**src/rtl/cordic_handoff_buffer.sv**
```systemverilog
// Handoff buffer between CORDIC passes: captures one selected operand when the
// iteration index reaches CAPTURE_ITER, queues it in a small FIFO and presents
// it as the Z reload operand (with X gain-compensated, Y zeroed) for the next pass.
module cordic_handoff_buffer #(
   parameter int                WIDTH        = 16,
   parameter int                IW           = 4,
   parameter int                CAPTURE_ITER = 10,
   parameter logic [WIDTH-1:0]  X_INIT       = 'h04D4,
   parameter int                DEPTH        = 2
) (
   input  logic                         clk,
   input  logic                         reset,
   input  logic [WIDTH-1:0]             Xout,
   input  logic [WIDTH-1:0]             Yout,
   input  logic [WIDTH-1:0]             Zout,
   input  logic [IW-1:0]                i,
   input  logic                         iter_valid,
   input  logic [1:0]                   sel,
   input  logic                         out_ready,
   input  logic                         clear_ovf,
   output logic [WIDTH-1:0]             X_H,
   output logic [WIDTH-1:0]             Y_H,
   output logic [WIDTH-1:0]             Z_H,
   output logic                         out_valid,
   output logic [$clog2(DEPTH+1)-1:0]   count,
   output logic                         overflow
);

   localparam int CW = $clog2(DEPTH + 1);
   localparam int PW = (DEPTH > 1) ? $clog2(DEPTH) : 1;
   localparam logic [CW-1:0]           FULL_CNT = CW'(DEPTH);
   localparam logic [IW-1:0]           CAP_IDX  = IW'(CAPTURE_ITER);
   localparam logic signed [WIDTH-1:0] MIN_V    = {1'b1, {(WIDTH-1){1'b0}}};
   localparam logic signed [WIDTH-1:0] MAX_V    = {1'b0, {(WIDTH-1){1'b1}}};

   // Two's complement negation; the most negative value has no positive
   // counterpart, so it clamps to the most positive value.
   function automatic logic signed [WIDTH-1:0] neg_sat(input logic signed [WIDTH-1:0] v);
      logic signed [WIDTH-1:0] r;
      if (v == MIN_V) begin
         r = MAX_V;
      end else begin
         r = -v;
      end
      return r;
   endfunction

   // Control state
   logic                    match_q;
   logic [PW-1:0]           wr_ptr_q, wr_ptr_d;
   logic [PW-1:0]           rd_ptr_q, rd_ptr_d;
   logic [CW-1:0]           count_q, count_d;
   logic                    ovf_q, ovf_d;
   logic                    vld_q;

   // Data state (storage is not reset; only its occupancy is)
   logic signed [WIDTH-1:0] mem_q [DEPTH];
   logic [WIDTH-1:0]        x_h_q, y_h_q, z_h_q;

   logic                    match, capture, pop, full, push, drop;
   logic signed [WIDTH-1:0] wdata;
   logic signed [WIDTH-1:0] head_d;

   // Capture edge detection, operand select, FIFO bookkeeping and next head
   always_comb begin
      match    = iter_valid && (i == CAP_IDX);
      capture  = match && !match_q;
      full     = (count_q == FULL_CNT);
      pop      = (count_q != '0) && out_ready;
      push     = capture && (!full || pop);
      drop     = capture && full && !pop;

      wdata = $signed(Yout);
      case (sel)
         2'd0: wdata = $signed(Yout);
         2'd1: wdata = $signed(Xout);
         2'd2: wdata = $signed(Zout);
         2'd3: wdata = neg_sat($signed(Yout));
         default: wdata = $signed(Yout);
      endcase

      wr_ptr_d = push ? wr_ptr_q + PW'(1) : wr_ptr_q;
      rd_ptr_d = pop  ? rd_ptr_q + PW'(1) : rd_ptr_q;

      count_d = count_q;
      if (push && !pop) begin
         count_d = count_q + CW'(1);
      end else if (pop && !push) begin
         count_d = count_q - CW'(1);
      end

      ovf_d = ovf_q;
      if (drop) begin
         ovf_d = 1'b1;
      end else if (clear_ovf) begin
         ovf_d = 1'b0;
      end

      // The new head may be the entry being written this very cycle.
      if (push && (rd_ptr_d == wr_ptr_q)) begin
         head_d = wdata;
      end else begin
         head_d = mem_q[rd_ptr_d];
      end
   end

   // Control registers: edge history, pointers, occupancy, sticky overflow
   always_ff @(posedge clk) begin
      if (reset) begin
         match_q  <= 1'b0;
         wr_ptr_q <= '0;
         rd_ptr_q <= '0;
         count_q  <= '0;
         ovf_q    <= 1'b0;
         vld_q    <= 1'b0;
      end else begin
         match_q  <= match;
         wr_ptr_q <= wr_ptr_d;
         rd_ptr_q <= rd_ptr_d;
         count_q  <= count_d;
         ovf_q    <= ovf_d;
         vld_q    <= (count_d != '0);
      end
   end

   // FIFO storage write at the tail
   always_ff @(posedge clk) begin
      if (push) begin
         mem_q[wr_ptr_q] <= wdata;
      end
   end

   // Registered reload operands, zero whenever no entry is presented
   always_ff @(posedge clk) begin
      if (reset) begin
         x_h_q <= '0;
         y_h_q <= '0;
         z_h_q <= '0;
      end else begin
         x_h_q <= (count_d != '0) ? X_INIT : '0;
         y_h_q <= '0;
         z_h_q <= (count_d != '0) ? head_d : '0;
      end
   end

   assign X_H       = x_h_q;
   assign Y_H       = y_h_q;
   assign Z_H       = z_h_q;
   assign out_valid = vld_q;
   assign count     = count_q;
   assign overflow  = ovf_q;

endmodule
```
**config.mk**
```make
export PLATFORM = sky130hd
export DESIGN_NAME = cordic_handoff_buffer
export DESIGN_NICKNAME = d
export VERILOG_FILES = /design/src/rtl/cordic_handoff_buffer.sv
export SDC_FILE = /design/constraint.sdc
export NUM_CORES = 1
export LEC_CHECK = 0
export ABC_AREA = 0
export CAP_MARGIN = 0
export CORE_MARGIN = 1
export CORE_UTILIZATION = 50
export CTS_BUF_LIST = sky130_fd_sc_hd__clkbuf_2 sky130_fd_sc_hd__clkbuf_4 sky130_fd_sc_hd__clkbuf_8
export DETAILED_ROUTE_END_ITERATION = 16
export GPL_ROUTABILITY_DRIVEN = 0
export PLACE_DENSITY = 0.88
export SLEW_MARGIN = 20
export SYNTH_ARGS = -nofsm -noshare
export SYNTH_HDL_FRONTEND = slang
export SYNTH_SLANG_ARGS = --single-unit
```
**constraint.sdc**
```tcl
create_clock -name clk -period 5 [get_ports clk]
set_input_delay 1 -clock clk [delete_from_list [all_inputs] [get_ports clk]]
set_output_delay 1 -clock clk [all_outputs]
set_load 0.05 [all_outputs]
```
==> flow_summary.ini, run 1 <==
[detailed_routing]
totalWireLength_um = 6582
routedWlPerCell_um = 14.12
via_per_inst = 5.511
vias = 2568
drt-pass1-iter-count = 4
ant_nets = 0
drcViolationCount = 0
drt_iter0_drc = 123

[timing]
relSlewSlack_pct = 37.58
rsz0062_at_grt = no
max_freq_mhz = 275.5
worst_pin_slew_ns = 0.9341
skew_ns = 0.008038
finalSetupViolCount = 0
totalNegativeSetupSlack_ns = 0
period_share_pct = 72.59
slew_violations = 0
worst_slack_ns = 1.370
hold_violations = 0
period_needed_ns = 3.630

[yosys]
syn_avg_cell_area_um2 = 9.994
ys_types = 52
synth_edf_count = 32
synth_top_cell_area_share_pct = 30.43
synth_commonest_cells = nand2_1, buf_4, edfxtp_1
async_flop_share_pct = 0
synth-main-ff-cell = edfxtp_1
yosysTopAreaCell = edfxtp_1
synthCells = 316
syn_area_mm2 = 0.003158
synth-seq-cells = 55
yosys_warnings = 0
synth_most_common_cell = nand2_1
ys_seq_area_share_pct = 45.01
synth_area_leaders = edfxtp_1, dfxtp_1, buf_4

[setup_path]
end_kind = register
r2r-end = Z_H[7]
crit_required_ns = 5.21
path_class = in2reg
crit_end = Z_H[7]
cp_max_fo = 31
rrSetupSlack_ns = 2.23
rr_startpoint = match_q
rr_worst_depth = 6
worstSetupStartpointType = primary input
crit_arrival_ns = 3.84
setup.worst_path.start = i[3]

[die]
core_area_mm2 = 0.005991
row_count = 28
fp.dieW_um = 81.48
initial_core_util_pct = 52.72
die_h_um = 81.48
ios = 111
dieArea_mm2 = 0.006638

[place]
dp_slack_ns = 1.098
dp.final_hpwl_um = 4950
placed_cell_area_mm2 = 0.003918
portBuffers = 83

[cts]
clock_latency_ns = 0.30
htreeDepth = 2
clk_pin_slew_ns = 0.09
cts-hold-fix-buffers = 0
cts_sinks = 55
ctsResizeCount = 0
cts_max_path_buffers = 2
cts_inserted_buffers = 5
cts_tree = built
post_cts_buffers = 0
cts-root-buf = clkbuf_8

[layout]
antennaDiodeCount = 0
drive_above_1_share_pct = 6.650
fin_area_mm2 = 0.004025
nets = 452
regArea_mm2 = 0.001421
multi_input_area_mm2 = 0.001508
fillers = 458
post-route-util_pct = 67.19
area_delta_synth_final_pct = 27.46

[grt]
grt_pass1_wl_um = 10800
grt_overflow = 0
antenna_found_initial = 0
grt_pass1_vias = 2372
grt_max_degree = 32
grt_use_total_pct = 21.03

[power_and_ir_drop]
p_leak_nw = 1.513
p_per_area_mw_per_mm2 = 417.6
ir_worst_vdd_uv = 286.6

[flow_run]
cap_viol_max_count = 0

[min_path]
hold_path_class = reg2reg

[outcome]
status = complete, no violations
-- worst min-delay path by stage --
stage | start | end | slack (ns) | depth (start not counted)
floorplan | mem_q[0][6] | Z_H[6] | 0.51 | 2
global placement | mem_q[0][1] | Z_H[1] | 0.52 | 2
detailed placement | mem_q[0][4] | Z_H[4] | 0.53 | 2
CTS | mem_q[0][4] | Z_H[4] | 0.54 | 2
global route | mem_q[1][5] | Z_H[5] | 0.56 | 2
finish | mem_q[0][4] | Z_H[4] | 0.54 | 2
-- flip-flops by register name, indices dropped and copies added (netlist names) --
register  cells
rd_ptr_q      1
wr_ptr_q      1
Z_H          16
overflow      1
match_q       1
X_H           1
count         2
mem_q        32
-- cells by family after synthesis --
logic type / count (synthesis) / share of synthesized area [%]
compound gates: 59 / 14.18
xor+xnor: 10 / 2.774
fa+ha+maj: 3 / 1.189
buf+inv: 54 / 10.34
flops: 55 / 45.01
mux: 15 / 6.775
other cells: 1 / 0.1187
simple gates: 119 / 19.61
-- per-layer routing --
layer | part of all wire [%] | up-vias | wire [um] | track usage, %
li1 | - | 1243 | - | -
met1 | 42 | 1186 | 2752 | 26.92
met2 | 49 | 130 | 3230 | 36.67
met3 | 7.9 | 9 | 523 | 3.000
met4 | 1.2 | 0 | 76 | 6.250
met5 | 0 | - | 0 | 0
-- placed cells by master (no fill, tap or decap), types with 10 or more instances in the layout --
cell and instances:
nor2_1 22, dfxtp_1 23, conb_1 27, nand2_1 39, clkdlybuf4s50_1 83, nor2b_1 10
edfxtp_1 32
-- final cells by class --
cell class,count,share of cell area (%)
multi-input cells,233,37.46
flip-flops and latches,55,35.31
repair buffers,88,21.57
well taps,75,2.331
clock buffers,5,1.710
clock inverters,3,0.9636
inverters,7,0.6528
-- metrics by stage --
stage               hold slack, ns  std cells  power, mW
CTS                         0.5413        466      1.689
detailed placement          0.5272        458      1.411
floorplan                   0.5148        342      1.171
global placement            0.5201        458      1.391
global route                0.5624        466      1.767
finish                      0.5402        466      1.681
-- power breakdown --
part,internal (mW),switching (mW)
Sequential,0.548,0.0244
Clock,0.147,0.134
Combinational,0.291,0.537
-- worst max-delay path, stage by stage --
cell             delay, ns
clkdlybuf4s50_1       0.46
or3b_2                0.48
or2_2                 0.33
a21oi_1               0.32
nand2_1               0.64
and3_1                0.38
a311oi_1              0.23
(Power assumes the default switching activity.)
==> inputs of run 2 (changes only) <==
Settings changed: CORE_UTILIZATION 50 to 42, PLACE_DENSITY 0.88 to 0.78.
Clock period 5 ns to 3 ns, I/O delays scaled along.
==> run 2 against run 1 <==
  * Final cell count increased by 12%
  * Non-clock buffer count increased by 34
  * Sequential cell count unchanged
==> flow_summary.ini, run 2 (synthesized netlist as in run 1, its figures left out) <==
[place]
portBuffers = 83
dp.final_hpwl_um = 5623
dp_slack_ns = -0.1435
placed_cell_area_mm2 = 0.004215

[grt]
grt_overflow = 0
grt_use_total_pct = 19.06
grt_max_degree = 21
antenna_found_initial = 0
grt_pass1_vias = 2573
grt_pass1_wl_um = 11640

[cts]
post_cts_buffers = 0
htreeDepth = 2
cts-hold-fix-buffers = 0
cts-root-buf = clkbuf_8
clock_latency_ns = 0.30
clk_pin_slew_ns = 0.10
cts_tree = built
cts_max_path_buffers = 2
cts_inserted_buffers = 5
cts_sinks = 55

[layout]
largest_reg_flops = 32
largest-register = mem_q
antennaDiodeCount = 0
post-route-util_pct = 59.58
layout_common_cells = clkdlybuf4s50_1, nand2_1, buf_4
area_delta_synth_final_pct = 36.85
drive_above_1_share_pct = 14.59
layout_commonest_cell = clkdlybuf4s50_1
multi_input_area_mm2 = 0.001511
fin_area_mm2 = 0.004322
nets = 486
regArea_mm2 = 0.001421
fillers = 625

[setup_path]
slowest_stage = or4_1
crit_chain = clkdlybuf4s50_1, buf_4, or4_1, buf_4, nor4_1, xnor2_1, o21ai_0, o211ai_1, o211a_1
crit_required_ns = 3.20
crit_top_cell = buf_4
r2r-end = Z_H[7]
rr_startpoint = match_q
rrSetupSlack_ns = 0.75
worstSetupStartpointType = primary input
path_class = in2reg
cp_max_fo = 4
crit_arrival_ns = 2.95
rr_worst_depth = 7
slowest_delay_ns = 0.58
end_kind = register

[min_path]
hold_path_class = reg2reg
hold_start = mem_q[0][10]
min_path_cells = 2
holdPathEnd = Z_H[10]

[die]
ios = 111
die_h_um = 88.71
dieArea_mm2 = 0.007869
initial_core_util_pct = 43.54
core_area_mm2 = 0.007253
fp.dieW_um = 88.71
row_count = 31

[detailed_routing]
ant_nets = 0
routedWlPerCell_um = 13.67
via_per_inst = 5.111
drcViolationCount = 0
drt-pass1-iter-count = 4
vias = 2678
totalWireLength_um = 7161
drt_iter0_drc = 101

[flow_run]
cap_viol_max_count = 0

[timing]
period_share_pct = 91.63
skew_ns = 0.005322
rsz0062_at_grt = no
period_needed_ns = 2.749
max_freq_mhz = 363.8
worst_slack_ns = 0.2510
slew_violations = 0
relSlewSlack_pct = 65.27
hold_violations = 0
timing.hold.ws_ns = 0.5440
worst_pin_slew_ns = 0.5193
finalSetupViolCount = 0

[power_and_ir_drop]
p_leak_nw = 1.681
ir_worst_vdd_uv = 272.1
finalPower_mw = 2.868
p_per_area_mw_per_mm2 = 663.5

[outcome]
status = complete, no violations
## run 2: cell count changes in the layout (fill, tap and decap cells not counted), sizes merged
cell	change
buf	+34
bufinv	-1
clkbuf	+1
clkinv	-1
inv	+1
## run 2: worst max-delay path, delay by kind of cell
kind | cells | cell delay (ns)
AND/OR/NAND/NOR | 2 | 0.81
buffers and inverters | 3 | 0.80
AO/OA/AOI/OAI | 3 | 0.65
XOR/XNOR | 1 | 0.09
## run 2: per-stage QoR
stage               instances  setup TNS [ns]
floorplan                 342               0
global placement          516         -0.2241
detailed placement        516         -0.8835
CTS                       524               0
global route              524               0
finish                    524               0
## run 2: cell type report
cell class                      instances  share of cell area, %
Clock buffer                            6                  1.911
Tap cell                               99                  2.866
Multi-Input combinational cell        233                  34.97
Inverter                                7                 0.6080
Timing Repair Buffer                  122                  26.29
Clock inverter                          2                 0.4632
Sequential cell                        55                  32.89
## run 2: report_power, final
| group | internal, mW | leakage (nW) | switching [mW] |
|---|---|---|---|
| Combinational | 0.557 | 1.15 | 0.922 |
| Clock | 0.195 | 0.0533 | 0.237 |
| Sequential | 0.914 | 0.475 | 0.0433 |
| Total | 1.66 | 1.68 | 1.20 |
## run 2: worst max path at each step
| stage | start | end | slack (ns) | cells past startpoint |
|---|---|---|---|---|
| finish | Yout[3] | Z_H[13] | 0.25 | 9 |
| global route | Yout[0] | Z_H[6] | 0.12 | 9 |
| CTS | Yout[0] | Z_H[12] | 0.19 | 9 |
| detailed placement | Yout[0] | Z_H[12] | -0.14 | 9 |
| global placement | Yout[0] | Z_H[6] | -0.12 | 9 |
| floorplan | i[2] | mem_q[0][0] | 0.15 | 4 |
## run 2: timing repair
action	in CTS	in global routing
hold endpoints to repair	0	0
gates resized for setup	0	1
setup endpoints to repair	0	2
## run 2: per-layer routing
| layer | vias to the layer above | share of wire, % | global-route usage, % |
|---|---|---|---|
| li1 | 1314 | - | - |
| met2 | 124 | 48 | 32.17 |
| met5 | - | 0 | 0 |
| met1 | 1224 | 42 | 24.20 |
| met3 | 16 | 7.5 | 3.265 |
| met4 | 0 | 2.1 | 7.918 |
